### src/rtl/fetch_sequencer_if.sv
// rtl/fetch_sequencer_if.sv - fetch sequencer control/status bundle (optional Stall under FETCH_STALL_EN)
interface fetch_sequencer_if #(
   parameter int PCW   = 10,
   parameter int DEPTH = 4
);
   localparam int SPW = $clog2(DEPTH) + 1;

   logic           Start;
   logic [PCW-1:0] StartAddr;
   logic           Jump;
   logic           Call;
   logic           Ret;
   logic           Taken;
   logic [PCW-1:0] Target;
   logic           Halt;
`ifdef FETCH_STALL_EN
   logic           Stall;
`endif
   logic [PCW-1:0] PC;
   logic           Busy;
   logic           Done;
   logic           Fault;
   logic [SPW-1:0] SP;

`ifdef FETCH_STALL_EN
   modport master (
      output Start, StartAddr, Jump, Call, Ret, Taken, Target, Halt, Stall,
      input  PC, Busy, Done, Fault, SP
   );
   modport slave (
      input  Start, StartAddr, Jump, Call, Ret, Taken, Target, Halt, Stall,
      output PC, Busy, Done, Fault, SP
   );
`else
   modport master (
      output Start, StartAddr, Jump, Call, Ret, Taken, Target, Halt,
      input  PC, Busy, Done, Fault, SP
   );
   modport slave (
      input  Start, StartAddr, Jump, Call, Ret, Taken, Target, Halt,
      output PC, Busy, Done, Fault, SP
   );
`endif
endinterface

### src/rtl/fetch_sequencer.sv
// rtl/fetch_sequencer.sv - PC sequencing, return-address stack and run/halt/fault control (optional FETCH_STALL_EN)
module fetch_sequencer #(
   parameter int PCW   = 10,
   parameter int DEPTH = 4
) (
   input  logic            Clk,
   input  logic            Reset,
   fetch_sequencer_if.slave bus
);
   localparam int SPW  = $clog2(DEPTH) + 1;
   localparam int IDXW = $clog2(DEPTH);
   localparam logic [SPW-1:0] SP_FULL = SPW'(DEPTH);
   localparam logic [PCW-1:0] PC_LAST = '1;

   typedef enum logic [1:0] {
      S_IDLE   = 2'd0,
      S_RUN    = 2'd1,
      S_HALTED = 2'd2,
      S_FAULT  = 2'd3
   } state_t;

   state_t          state_q, state_d;
   logic [PCW-1:0]  pc_q, pc_d;
   logic [SPW-1:0]  sp_q, sp_d;
   logic [PCW-1:0]  stack_q [DEPTH];
   logic            push_en;
   logic [IDXW-1:0] push_idx;
   logic [IDXW-1:0] pop_idx;
   logic [PCW-1:0]  pc_inc;
   logic            stall;

`ifdef FETCH_STALL_EN
   assign stall = bus.Stall;
`else
   assign stall = 1'b0;
`endif

   // Push lands at the current top; pop reads the entry just below it.
   assign push_idx = sp_q[IDXW-1:0];
   assign pop_idx  = sp_q[IDXW-1:0] - IDXW'(1);
   assign pc_inc   = pc_q + PCW'(1);

   // Next-state selection: in RUN the inputs are resolved by fixed priority.
   always_comb begin
      state_d = state_q;
      pc_d    = pc_q;
      sp_d    = sp_q;
      push_en = 1'b0;
      case (state_q)
         S_IDLE: begin
            if (bus.Start) begin
               pc_d    = bus.StartAddr;
               state_d = S_RUN;
            end
         end
         S_RUN: begin
            if (!stall) begin
               if (bus.Halt) begin
                  state_d = S_HALTED;
               end else if (bus.Call && bus.Ret) begin
                  state_d = S_FAULT;
               end else if (bus.Ret) begin
                  if (sp_q == '0) begin
                     state_d = S_FAULT;
                  end else begin
                     pc_d = stack_q[pop_idx];
                     sp_d = sp_q - SPW'(1);
                  end
               end else if (bus.Call) begin
                  if (sp_q == SP_FULL) begin
                     state_d = S_FAULT;
                  end else begin
                     push_en = 1'b1;
                     sp_d    = sp_q + SPW'(1);
                     pc_d    = bus.Target;
                  end
               end else if (bus.Jump && bus.Taken) begin
                  pc_d = bus.Target;
               end else if (pc_q == PC_LAST) begin
                  // Running off the top of memory ends the program rather than wrapping.
                  state_d = S_HALTED;
               end else begin
                  pc_d = pc_inc;
               end
            end
         end
         S_HALTED: begin
            if (bus.Start) begin
               sp_d    = '0;
               pc_d    = bus.StartAddr;
               state_d = S_RUN;
            end
         end
         S_FAULT: begin
         end
         default: begin
            state_d = S_IDLE;
         end
      endcase
   end

   // State, PC and stack-pointer registers.
   always_ff @(posedge Clk or negedge Reset) begin
      if (!Reset) begin
         state_q <= S_IDLE;
         pc_q    <= '0;
         sp_q    <= '0;
      end else begin
         state_q <= state_d;
         pc_q    <= pc_d;
         sp_q    <= sp_d;
      end
   end

   // Return-address storage; the pushed return address wraps modulo 2^PCW.
   always_ff @(posedge Clk or negedge Reset) begin
      if (!Reset) begin
         for (int i = 0; i < DEPTH; i++) begin
            stack_q[i] <= '0;
         end
      end else if (push_en) begin
         stack_q[push_idx] <= pc_inc;
      end
   end

   assign bus.PC    = pc_q;
   assign bus.SP    = sp_q;
   assign bus.Busy  = (state_q == S_RUN);
   assign bus.Done  = (state_q == S_HALTED);
   assign bus.Fault = (state_q == S_FAULT);

endmodule

### src/flat_wrapper.sv
// flat-port wrapper written by rule: the top's interface ports become plain ports
module fetch_sequencer_flat 
#(
   parameter int PCW   = 10,
   parameter int DEPTH = 4
)
  (Clk, Reset, bus_Start, bus_StartAddr, bus_Jump, bus_Call, bus_Ret, bus_Taken, bus_Target, bus_Halt, bus_PC, bus_Busy, bus_Done, bus_Fault, bus_SP);
  fetch_sequencer_if #(.PCW(PCW), .DEPTH(DEPTH)) bus_i ();
  input  logic Clk;
  input  logic Reset;
  input wire logic [$bits(bus_i.Start)-1:0] bus_Start;
  input wire logic [$bits(bus_i.StartAddr)-1:0] bus_StartAddr;
  input wire logic [$bits(bus_i.Jump)-1:0] bus_Jump;
  input wire logic [$bits(bus_i.Call)-1:0] bus_Call;
  input wire logic [$bits(bus_i.Ret)-1:0] bus_Ret;
  input wire logic [$bits(bus_i.Taken)-1:0] bus_Taken;
  input wire logic [$bits(bus_i.Target)-1:0] bus_Target;
  input wire logic [$bits(bus_i.Halt)-1:0] bus_Halt;
  output wire logic [$bits(bus_i.PC)-1:0] bus_PC;
  output wire logic [$bits(bus_i.Busy)-1:0] bus_Busy;
  output wire logic [$bits(bus_i.Done)-1:0] bus_Done;
  output wire logic [$bits(bus_i.Fault)-1:0] bus_Fault;
  output wire logic [$bits(bus_i.SP)-1:0] bus_SP;
  assign bus_i.Start = bus_Start;
  assign bus_i.StartAddr = bus_StartAddr;
  assign bus_i.Jump = bus_Jump;
  assign bus_i.Call = bus_Call;
  assign bus_i.Ret = bus_Ret;
  assign bus_i.Taken = bus_Taken;
  assign bus_i.Target = bus_Target;
  assign bus_i.Halt = bus_Halt;
  assign bus_PC = bus_i.PC;
  assign bus_Busy = bus_i.Busy;
  assign bus_Done = bus_i.Done;
  assign bus_Fault = bus_i.Fault;
  assign bus_SP = bus_i.SP;
  fetch_sequencer #(.PCW(PCW), .DEPTH(DEPTH)) u_core (.Clk(Clk), .Reset(Reset), .bus(bus_i));
endmodule
### config.mk
export PLATFORM = sky130hd
export DESIGN_NAME = fetch_sequencer_flat
export DESIGN_NICKNAME = d
export VERILOG_FILES = /design/src/rtl/fetch_sequencer_if.sv /design/src/rtl/fetch_sequencer.sv /design/src/flat_wrapper.sv
export SDC_FILE = /design/constraint.sdc
export NUM_CORES = 1
export LEC_CHECK = 0
export BUFFER_PORTS_ARGS = -buffer_cell sky130_fd_sc_hd__clkbuf_2
export CORE_MARGIN = 3
export CORE_UTILIZATION = 35
export CTS_CLUSTER_DIAMETER = 150
export DETAILED_ROUTE_END_ITERATION = 7
export HOLD_SLACK_MARGIN = 0.1
export PLACE_DENSITY = 0.59
export SLEW_MARGIN = 20
export SYNTH_ARGS = -nofsm -noshare
export SYNTH_HDL_FRONTEND = slang
export SYNTH_SLANG_ARGS = --single-unit
### constraint.sdc
create_clock -name Clk -period 3 [get_ports Clk]
set_input_delay 0.45 -clock Clk [delete_from_list [all_inputs] [get_ports Clk]]
set_output_delay 0.45 -clock Clk [all_outputs]
set_load 0.01 [all_outputs]
==> qor.log <==
qor: status.status finished, final reports clean
qor: logic_synthesis.synthesized_netlist_cell_count 315
qor: pwr.p_sw_frac 0.278
qor: placed_design.count_of_buffers_inserted_at_the_top_level_ports 43
qor: drt.detail_route.wl_per_cell 17.4 um
qor: cts.clock_tree.htree_level_count 2
qor: cells_and_area.areaGrowthSynthToFinish 14.8%
qor: floorplanning.chipHeight 99.3 um
qor: critical_path.critical_path.max_fanout 10
qor: timing.slew_limit_fails 0
qor: logic_synthesis.synth_enable_flop_cells 0
qor: logic_synthesis.yosysMostFrequentCell sky130_fd_sc_hd__nand2_1
qor: floorplanning.area_of_the_core 0.00834 mm2
qor: global_routing.first_pass_grt_wire_length 13300 um
qor: global_routing.gr-total-overflow 0
qor: placed_design.dp.final_hpwl 5990 um
qor: worst_hold_path.hold_path.class in2reg
qor: logic_synthesis.synth_top_cells_by_area sky130_fd_sc_hd__dfrtp_1 45%, sky130_fd_sc_hd__mux4_2 7.4%, sky130_fd_sc_hd__nand2_1 7.3%
qor: logic_synthesis.yosys.area.top_type_share 0.452
qor: cts.number_of_cts_inserted_buffers 5
qor: drt.drtIter0Drc 149
qor: pwr.p_int 0.000974 W
qor: logic_synthesis.synthesis.area 0.00305 mm2
qor: cts.cts-root-to-sink-buffers 2
qor: critical_path.cp_data_required_time 3.21 ns
qor: cells_and_area.diodes 0
qor: timing.maxSlewHeadroom 0.580
qor: timing.worst_slew_pin_slew 0.628 ns
qor: cells_and_area.share_of_the_core_filled_with_cells 0.419
qor: cts.cts.clk_slew.worst_paths 0.11 ns
qor: floorplanning.start_util 0.365
qor: critical_path.timing.critical_path.from_type register
qor: logic_synthesis.number_of_distinct_standard_cells_referenced_by_the_synthesized_netlist 47
qor: logic_synthesis.synthTopCellsByCount 59 x sky130_fd_sc_hd__nand2_1, 55 x sky130_fd_sc_hd__dfrtp_1, 40 x sky130_fd_sc_hd__o21ai_1, 15 x sky130_fd_sc_hd__a21oi_1, 15 x sky130_fd_sc_hd__clkbuf_1
qor: timing.skew 0.0101 ns
qor: pwr.netSwitchingPower 0.000375 W
qor: drt.drt.antenna.violating_nets 0
qor: cts.tritoncts done
qor: cts.clkLatencyLatePin 0.32 ns
qor: pwr.comb_power_share 0.104
qor: logic_synthesis.postSynthAreaPerCell 9.67 um2
qor: timing.tns 0 ns
qor: pwr.ir_worst_vdd 175 uV
qor: pwr.clkPwrFrac 0.324
qor: timing.finalSetupViolations 0
qor: cts.tritoncts_num_sinks 55
qor: cts.post-cts-setup-buffers 0
qor: logic_synthesis.ys_ff_latch 55
qor: timing.finalCriticalPeriod 2.65 ns
qor: critical_path.worstSetupEndpointType register
qor: timing.timing.final.hold_violations 0
qor: global_routing.global_route_usage_over_all_layers 0.169
qor: placed_design.routabilityCongestion 0.847
qor: drt.dr_total_vias 2516
qor: timing.layout_worst_path_cycle_share 0.884
qor: drt.detailedRoute.firstPassIterationCount 4
qor: pwr.seq_power_share 0.573
qor: logic_synthesis.ys_dominant_reg_cell sky130_fd_sc_hd__dfrtp_1
qor: pwr.power-per-cell-area 386 mW/mm2
qor: critical_path.timing_worst_setup_path_type reg2reg
qor: floorplanning.die_area 0.00986 mm2
qor: cells_and_area.drive_gt1_frac 0.214
qor: global_routing.antenna_violations_before_repair 0
qor: logic_synthesis.netlist.top_cell.by_area sky130_fd_sc_hd__dfrtp_1
qor: critical_path.crit_arrival 2.87 ns
qor: timing.timing.fmax 377 MHz
qor: flow_run.max-cap-violations 0
qor: logic_synthesis.async_flop_share 1.00
qor: drt.vias_per_cell 5.41
qor: drt.route.final.wire_length 8070 um
qor: logic_synthesis.yosysWarningCount 0
qor: cells_and_area.nets 397
qor: logic_synthesis.synth-seq-area-share 0.452
qor: logic_synthesis.syn-num-nets 353
qor: floorplanning.rows 33
qor: cells_and_area.nFillCells 864
qor: floorplanning.io_pins 44
qor: floorplanning.die_width 99.3 um
qor: timing.rsz0062_at_grt no
qor: cts.clk_root_buffer_cell sky130_fd_sc_hd__clkbuf_8
qor: pwr.leakagePower 1.55 nW
qor: drt.drcViolationCount 0
qor: global_routing.grt_pass1_vias 2543
qor: global_routing.pin_count_of_the_biggest_net_entering_global_routing 40
-- metal layers --
metal | track usage | up-vias | routed length [um]
li1 | - | 1217 | -
met1 | 0.253 | 1217 | 3900
met2 | 0.259 | 78 | 3660
met3 | 0.0330 | 4 | 480
met4 | 0.0305 | 0 | 34
met5 | 0 | - | 0
-- worst paths after layout --
check / startpoint / endpoint / slack, ns / depth (start not counted)
worst max-delay path: u_core.state_q[1]$_DFFE_PN0P_ / u_core.bus.PC[3]$_DFFE_PN0P_ / 0.35 / 7
worst min-delay path: bus_StartAddr[0] / u_core.bus.PC[0]$_DFFE_PN0P_ / 0.38 / 3
worst max register to register: u_core.state_q[1]$_DFFE_PN0P_ / u_core.bus.PC[3]$_DFFE_PN0P_ / 0.35 / 7
worst min register to register: u_core.stack_q[28]$_DFFE_PN0P_ / u_core.stack_q[28]$_DFFE_PN0P_ / 0.49 / 2
max in group asynchronous: Reset / u_core.stack_q[24]$_DFFE_PN0P_ / 1.51 / 3
min in group asynchronous: Reset / u_core.bus.PC[8]$_DFFE_PN0P_ / 0.61 / 2
-- power by group through the flow --
stage / logic (W) / registers (W) / clock network [W]
after floorplan: 0.0000655 / 0.000786 / 0
final: 0.000140 / 0.000773 / 0.000437
after global placement: 0.000139 / 0.000787 / 0
after global routing: 0.000156 / 0.000776 / 0.000480
after CTS: 0.000142 / 0.000773 / 0.000448
after detailed placement: 0.000140 / 0.000787 / 0
-- stage by stage --
step                      area [um2]  setup slack, ns  hold slack (ns)  power [W]  cells
after CTS                       3500            0.364            0.384    0.00136    465
after detailed placement        3400            0.384            0.433   0.000927    456
after global routing            3500            0.206            0.391    0.00141    465
after floorplan                 3050            0.484            0.154   0.000851    315
after global placement          3400            0.457            0.422   0.000927    456
final                           3500            0.348            0.384    0.00135    465
-- flip-flops by register name, summed over array words and instances (netlist names) --
name and flops:
u_core.state_q 2, u_core.bus.PC 10, u_core.stack_q 40, u_core.bus.SP 3
-- critical path, stage by stage, from the launching register on --
cell and delay, ns:
sky130_fd_sc_hd__dfrtp_1 0.41, sky130_fd_sc_hd__inv_1 0.10, sky130_fd_sc_hd__ha_1 0.31, sky130_fd_sc_hd__or3b_1 0.43, sky130_fd_sc_hd__a2bb2oi_1 0.18, sky130_fd_sc_hd__o31a_1 0.31, sky130_fd_sc_hd__and2_1 0.47, sky130_fd_sc_hd__mux2_4 0.34
-- final cells by class --
| class | instances | area (um2) | share of cell area |
|---|---|---|---|
| multi-input cells | 234 | 1560 | 0.447 |
| clock inverters | 3 | 23.8 | 0.00680 |
| flip-flops and latches | 55 | 1380 | 0.393 |
| inverters | 9 | 33.8 | 0.00966 |
| repair buffers | 54 | 300 | 0.0858 |
| well taps | 105 | 131 | 0.0376 |
| clock buffers | 5 | 68.8 | 0.0197 |
-- what timing repair did --
item | in CTS | in global routing
resized for setup | 0 | 0
hold endpoints to repair | 16 | 0
hold buffers | 1 | 0
-- kinds of logic after synthesis --
family | synth area share
fa+ha+maj | 0.0435
compound gates | 0.173
simple gates | 0.152
mux | 0.119
xor+xnor | 0.0259
buf+inv | 0.0349
flops | 0.452
-- cells in the final DEF (no fill, tap or decap), drive strengths merged, types with 4 or more instances in the layout --
master,count
nand2,59
dfrtp,55
o21ai,49
clkbuf,48
a21oi,15
nor2,13
mux4,10
buf,10
inv,10
nand3,9
ha,9
mux2,9
a31oi,7
xnor2,5
xor2,4
nor3,4
o31ai,4
No activity file was read; power rests on OpenSTA's default activity.
